===== config.mk =====
export PLATFORM = sky130hd
export DESIGN_NAME = screen_sequencer
export DESIGN_NICKNAME = d
export VERILOG_FILES = /design/src/rtl/screen_sequencer.sv
export SDC_FILE = /design/constraint.sdc
export NUM_CORES = 1
export LEC_CHECK = 0
export BUFFER_PORTS_ARGS = -buffer_cell sky130_fd_sc_hd__buf_2
export CORE_MARGIN = 1.5
export CORE_UTILIZATION = 61
export DETAILED_ROUTE_END_ITERATION = 10
export PLACE_DENSITY = 0.87
export REMOVE_ABC_BUFFERS = 1
export SYNTH_ARGS = -nofsm -noshare
export SYNTH_HDL_FRONTEND = slang
export SYNTH_SLANG_ARGS = --single-unit

===== constraint.sdc =====
create_clock -name vga_clk -period 7 [get_ports vga_clk]
set_input_delay 1.4 -clock vga_clk [delete_from_list [all_inputs] [get_ports vga_clk]]
set_output_delay 1.4 -clock vga_clk [all_outputs]
set_load 0.02 [all_outputs]

===== src/rtl/screen_sequencer.sv =====
// Screen-flow controller: selects start / game / game-over pixel source,
// sequences fades between them and gates the game logic.
module screen_sequencer #(
    parameter int unsigned FADE_FRAMES = 2,
    parameter int unsigned OVER_FRAMES = 120
) (
    input  logic        vga_clk,
    input  logic        reset,
    input  logic [9:0]  DrawX,
    input  logic [9:0]  DrawY,
    input  logic        blank,
    input  logic        start_key,
    input  logic        game_over,
    input  logic [11:0] start_rgb,
    input  logic [11:0] game_rgb,
    input  logic [11:0] over_rgb,
    output logic [3:0]  red,
    output logic [3:0]  green,
    output logic [3:0]  blue,
    output logic [2:0]  screen_state,
    output logic        game_enable,
    output logic        game_reset
);

    localparam int unsigned CNT_MAX = (OVER_FRAMES > FADE_FRAMES) ? OVER_FRAMES : FADE_FRAMES;
    localparam int unsigned CNT_W   = $clog2(CNT_MAX + 1);
    localparam logic [CNT_W-1:0] FADE_LAST = CNT_W'(FADE_FRAMES - 1);
    localparam logic [CNT_W-1:0] OVER_LAST = CNT_W'(OVER_FRAMES);

    typedef enum logic [2:0] {
        START    = 3'd0,
        FADE_OUT = 3'd1,
        FADE_IN  = 3'd2,
        PLAY     = 3'd3,
        OVER     = 3'd4
    } state_t;

    state_t           state, state_next;
    logic [4:0]       level, level_next;
    logic [CNT_W-1:0] frame_cnt, cnt_next;
    logic             key_req, key_next;
    logic             over_req, over_next;
    logic             game_reset_next;
    logic             key_prev;
    logic [9:0]       prev_x, prev_y;
    logic             frame_tick;
    logic             key_rise;
    logic [11:0]      src_rgb;

    assign frame_tick   = (DrawX == '0) && (DrawY == '0) && !((prev_x == '0) && (prev_y == '0));
    assign key_rise     = start_key && !key_prev;
    assign screen_state = state;
    assign game_enable  = (state == PLAY);

    // State, counters, request latches and input history registers
    always_ff @(posedge vga_clk or posedge reset) begin
        if (reset) begin
            state      <= START;
            level      <= 5'd16;
            frame_cnt  <= '0;
            key_req    <= 1'b0;
            over_req   <= 1'b0;
            key_prev   <= 1'b0;
            prev_x     <= '0;
            prev_y     <= '0;
            game_reset <= 1'b0;
        end else begin
            state      <= state_next;
            level      <= level_next;
            frame_cnt  <= cnt_next;
            key_req    <= key_next;
            over_req   <= over_next;
            key_prev   <= start_key;
            prev_x     <= DrawX;
            prev_y     <= DrawY;
            game_reset <= game_reset_next;
        end
    end

    // Next-state logic; every transition and level step happens on frame_tick only
    always_comb begin
        state_next      = state;
        level_next      = level;
        cnt_next        = frame_cnt;
        key_next        = key_req;
        over_next       = over_req | ((state == PLAY) && game_over);
        game_reset_next = 1'b0;
        if (frame_tick) begin
            // every tick either consumes or discards a pending press
            key_next = 1'b0;
            case (state)
                START: begin
                    level_next = 5'd16;
                    if (key_req) begin
                        state_next = FADE_OUT;
                        cnt_next   = '0;
                    end
                end
                FADE_OUT: begin
                    if (frame_cnt == FADE_LAST) begin
                        cnt_next   = '0;
                        level_next = level - 5'd1;
                        if (level == 5'd1) begin
                            state_next      = FADE_IN;
                            game_reset_next = 1'b1;
                        end
                    end else begin
                        cnt_next = frame_cnt + 1'b1;
                    end
                end
                FADE_IN: begin
                    if (frame_cnt == FADE_LAST) begin
                        cnt_next   = '0;
                        level_next = level + 5'd1;
                        if (level == 5'd15) begin
                            state_next = PLAY;
                        end
                    end else begin
                        cnt_next = frame_cnt + 1'b1;
                    end
                end
                PLAY: begin
                    if (over_req || game_over) begin
                        state_next = OVER;
                        cnt_next   = '0;
                        over_next  = 1'b0;
                    end
                end
                OVER: begin
                    if (key_req && (frame_cnt == OVER_LAST)) begin
                        state_next = START;
                        cnt_next   = '0;
                    end else if (frame_cnt != OVER_LAST) begin
                        cnt_next = frame_cnt + 1'b1;
                    end
                end
                default: begin
                    state_next = START;
                    level_next = 5'd16;
                    cnt_next   = '0;
                end
            endcase
        end
        // a press landing on the tick edge itself is kept for the next frame
        key_next = key_next | key_rise;
    end

    // Source selection by current screen
    always_comb begin
        src_rgb = start_rgb;
        case (state)
            START, FADE_OUT: src_rgb = start_rgb;
            FADE_IN, PLAY:   src_rgb = game_rgb;
            OVER:            src_rgb = over_rgb;
            default:         src_rgb = start_rgb;
        endcase
    end

    function automatic logic [3:0] scale(input logic [3:0] c, input logic [4:0] lv);
        logic [8:0] p;
        p = {5'b0, c} * {4'b0, lv};
        return 4'(p >> 4);
    endfunction

    // Registered brightness scaling and blanking of the selected source
    always_ff @(posedge vga_clk or posedge reset) begin
        if (reset) begin
            red   <= '0;
            green <= '0;
            blue  <= '0;
        end else if (!blank) begin
            red   <= '0;
            green <= '0;
            blue  <= '0;
        end else begin
            red   <= scale(src_rgb[11:8], level);
            green <= scale(src_rgb[7:4], level);
            blue  <= scale(src_rgb[3:0], level);
        end
    end

endmodule


Word-level counts from Yosys, hierarchy flattened
Index checks and enable logic that the tools add are counted.

storage, ports and cells
  flip-flop bits (word level) = 51
  input bits = 61
  output and inout bits = 17
  word-level logic and storage cells = 87

cells by class
  $add $sub $neg = 3
  multiply operators = 3
  equal/unequal tests = 17
  muxes and demuxes = 29
  bitwise operators = 3
  reduce and logical (&&, ||, !) cells = 20

operators by type and width
  operator                                             count
  logical NOT 10 bit                                   4
  2-to-1 mux 7 bit                                     5
  one-hot mux 7 bit (4 select lines)                   1
  multiplier 4 x 5 -> 8 bit                            3
  one-hot mux 12 bit (2 select lines)                  1
  2-to-1 mux 3 bit                                     7
  one-hot mux 3 bit (5 select lines)                   1
  one-hot mux 5 bit (3 select lines)                   1
  2-to-1 mux 4 bit                                     3
  != test 2 bit, second input constant                 6
  2-to-1 mux 5 bit                                     2
  2-to-1 mux 1 bit                                     8
  AND reduction 4 bit                                  2
  AND reduction 8 bit                                  1
  adder 7 x 1 -> 7 bit, second input constant          1
  equality test 7 x 1 -> 1 bit, second input constant  1
  equality test 7 bit, second input constant           1
  != test 7 bit, second input constant                 1
  equality test 3 x 2 -> 1 bit, second input constant  2
  logical AND 1 bit                                    6
  OR reduction 2 bit                                   3
  adder 5 x 1 -> 5 bit, second input constant          1
  equality test 5 x 1 -> 1 bit, second input constant  1
  equality test 5 x 4 -> 1 bit, second input constant  1
  10 further kinds                                     12

Logic depth before layout (Yosys ltp)
  depth after elaboration = 6
  mapped depth = 17
  mapped depth without buffers = 14

Worst setup path after synthesis
No wires, ideal clock.

  kind = input -> register
  from = input over_rgb[9]
  to = register red[2]
  library setup time = 0.120 ns
  data arrival time = 4.331 ns
  data required time = 6.880 ns
  path slack = 2.549 ns
  stages = 14
  buffers on the path = 0
  cell sequence = nor3_1 a211oi_1 or2_2 and2_1 fa_1 inv_1 fa_1 inv_1 ha_1 and2_1 o21ai_0 o31ai_1 or3_1 and3_1

on the way
  longest elaborated chain between the ends = 3

ends and longest elaborated chain
  element                              line  RTL
  start, declared                      16    input logic [11:0] over_rgb,
  one-hot mux 12 bit (2 select lines)  151   case (state)
  multiplier 4 x 5 -> 8 bit            161   p = {5'b0, c} * {4'b0, lv};
  2-to-1 mux 4 bit                     171   end else if (!blank) begin
  end signal, assigned                 176   red <= scale(src_rgb[11:8], level);
  end, declared                        17    output logic [3:0] red,

Every way passes these cells.
A chain may end at the register's enable or synchronous reset.

Worst setup path after layout
  from = register state[0], in the netlist screen_state[0]
  to = register green[3]

on the way
  longest elaborated chain between the ends = 5
  elaborated cells between the ends (all ways) = 7
  those cells by class = 1 x mul; 3 x eq/ne; 2 x mux; 1 x reduce/logical

ends and longest elaborated chain
  element                                line  RTL
  start, declared                        38    state_t state, state_next;
  start signal, assigned                 68    state <= state_next;
  equality test 3 x 2 -> 1 bit           151
  OR reduction 2 bit                     151
  one-hot mux 12 bit (2 select lines) *  151
  multiplier 4 x 5 -> 8 bit *            161
  2-to-1 mux 4 bit *                     171
  end signal, assigned                   177   green <= scale(src_rgb[7:4], level);
  end, declared                          18    output logic [3:0] green,

Every way passes the cells marked *; elsewhere a longest branch is shown, timed or not.

==> results.md <==
- Run status: complete, no violations
- First drt pass iteration count: 5
- Final setup fails: 0
- Pleak: 0.00239 uW
- Startpoint Class: flip-flop
- Final wirelength: 9390 um
- ANT nets after route: 0
- CTS clk-pin slew, worst paths: 0.10 ns
- GRT overflow: 0
- Largest net degree at the start of global routing: 52
- Top delay family on crit path: adder cells
- Register area share after synthesis: 0.315
- HPWL after detailed placement: 6990 um
- CP Buf/Inv Count: 1
- Setup CP Type: flip-flop to flip-flop
- Clk_skew: 0.00580 ns
- Hold buffer count at cts: 0
- DRC: 0
- Worst setup EP type: flip-flop
- Max IR drop VDD: 0.107 mV
- Final-report hold violation count: 0
- Area Growth Syn to Fin: 12.1%
- Yosys cell types: 52
- Largest stage delay, worst path: 0.68 ns
- Core footprint: 0.00639 sq mm
- Initial antenna violation count: 0
- Hold Crit Class: flip-flop to flip-flop
- Vias: 3,613
- Die ar.: 0.00714 sq mm
- Setup_tns: 0 ns
- Ys flop type: dfrtp_1
- Die Width: 84.5 um
- H-tree depth: 2
- Syn avg cell area: 8.88 sq um
- Wire per inst: 15.6 um
- Peak Freq: 0.222 GHz
- Cell Rows: 29
- Post-CTS setup buffer count: 0
- CTS root buffer: clkbuf_8
- Max Cap Viol: 0
- Post-synth EDFFs: 0
- Final worst path period share: 0.645
- Required time of the critical path: 7.19 ns
- Setup ws final: 2.49 ns
- CP cell instances: nor2_1 -> nand2_1 -> a31oi_1 -> nand2_1 -> fa_1 -> inv_1 -> fa_1 -> ha_1 -> and3_1 -> o21ai_0 -> o31ai_1 -> o32a_1 -> nand4_1
- Chip height: 84.5 um
- Slowest CP cell: dfrtp_1
- Most frequent cells in the layout: buf_2, nand2_1, dfrtp_1
- Commonest non-fill, non-tap cell in the layout: buf_2
- DRT iter0 DRCs: 235
- CTS Sinks: 51
- Number of fill cells: 496
- Vias per inst: 6.02
- CTS Buf Count: 5
- Slew Limit Fails: 0
- Async set-reset flop share out of synthesis: 1.00
- PortBufs: 77
- Ant diodes: 0
- CP max FO: 21
- GP Congestion: 0.936
- RSZ-0062 raised after global routing: no
- Crit path DAT: 4.70 ns
- Initial Utilization: 0.634
- TritonCTS clock tree: done
- Syn. warnings: 0
- Synthesized netlist cell count: 456
- Vias in the first global route: 3,695
- Setup WS pre-CTS: 2.20 ns
- Tmin final: 4.51 ns
- Post-cts sizing count: 0
- Relative slew margins: 0.213
- Max clock buf depth: 2
- Seq cells post-synth: 51
- Nets: 632
- Share of cells above drive strength 1: 0.197
- Worst skew pair latency: 0.31 ns
- First-pass GRT wire length: 16,500 um
- Global Route Usage Sum: 0.283
- Worst Tran Pin Value: 1.17 ns
- Synthesized area: 0.00405 sq mm
- # IOs: 78
- Power Density: 117 mW/mm^2
## sequential cells by signal (all words and copies together) (netlist names)
register / cells
game_reset: 1
level: 5
red: 4
frame_cnt: 7
blue: 4
key_prev: 1
key_req: 1
prev_x: 10
over_req: 1
screen_state: 3
green: 4
prev_y: 10
## worst paths after layout
path                            slack (ns)            to  cells after the start       startpoint
worst max-delay path                  2.49      green[3]                     13  screen_state[0]
worst min-delay path                  0.44       key_req                      1         key_prev
worst max register to register        2.49      green[3]                     13  screen_state[0]
worst min register to register        0.44       key_req                      1         key_prev
max in group asynchronous             5.01  frame_cnt[5]                      2            reset
min in group asynchronous             1.35     prev_y[1]                      2            reset
## cells in the mapped netlist (9+ instances only)
cell type,instances,area [sq um]
fa_1,15,300
nor4_1,14,87.6
dfrtp_1,50,1250
nor3_1,11,55.1
nand2b_1,9,56.3
mux2i_1,12,120
ha_1,34,425
nand4_1,10,62.6
nor2_1,30,113
inv_1,34,128
a211oi_1,12,90.1
or2_2,9,56.3
nand2_1,54,203
and2_1,27,169
a21oi_1,12,60.1
clkbuf_1,12,45.0
o21ai_0,14,70.1
## worst register-to-register path: cells and delay by family, from the launching register on
family | cells | cell delay, ns
adders and majority gates | 3 | 1.28
DFF | 1 | 0.68
AOI/OAI and AO/OA | 4 | 1.27
and+or+nand+nor | 5 | 1.11
buffers and inverters | 1 | 0.06
## power by group
part	switching, uW	internal (uW)	total (uW)	leakage, uW
clock	103	72.1	175	0.0000418
combinational	30.1	23.4	53.5	0.00172
sequential	1.89	301	303	0.000631
## layout make-up
cell class	count	area, sq um	area share
flip-flops and latches	51	1280	0.281
inverters	36	135	0.0298
clock buffers	6	72.6	0.0160
repair buffers	79	400	0.0882
multi-input cells	349	2540	0.560
well taps	77	96.3	0.0212
clock inverters	2	16.3	0.00358
## through the flow
step           cell area [sq um]  std cells  power [uW]   util  hold WS, ns
2_1_floorplan               3960        436         335      -        0.400
4_1_cts                     4540        600         536  0.711        0.442
3_5_place_dp                4450        592         363  0.697        0.429
3_3_place_gp                4450        592         361  0.697        0.415
6_report                    4540        600         532  0.711        0.442
5_1_grt                     4540        600         555  0.711        0.471
## logic make-up (layout without fill, tap and decap cells)
| logic type | after synthesis | after routing | synth area share |
|---|---|---|---|
| buffers and inverters | 56 | 123 | 0.0568 |
| multiplexers | 13 | 13 | 0.0334 |
| adder cells (fa/ha/maj) | 49 | 49 | 0.179 |
| AND/OR/NAND/NOR | 198 | 198 | 0.257 |
| XOR/XNOR | 6 | 6 | 0.0130 |
| AO/OA/AOI/OAI | 83 | 83 | 0.145 |
| flip-flops | 51 | 51 | 0.315 |
## per-layer routing
metal / part of all wire / wire [um] / GRT usage / vias up
met5: 0 / 0 / 0 / -
met4: 0.020 / 188 / 0.0880 / 0
met3: 0.055 / 515 / 0.0364 / 16
met2: 0.51 / 4780 / 0.499 / 124
met1: 0.42 / 3900 / 0.363 / 1723
li1: - / - / - / 1750
Power figures use the tool's default switching activity.
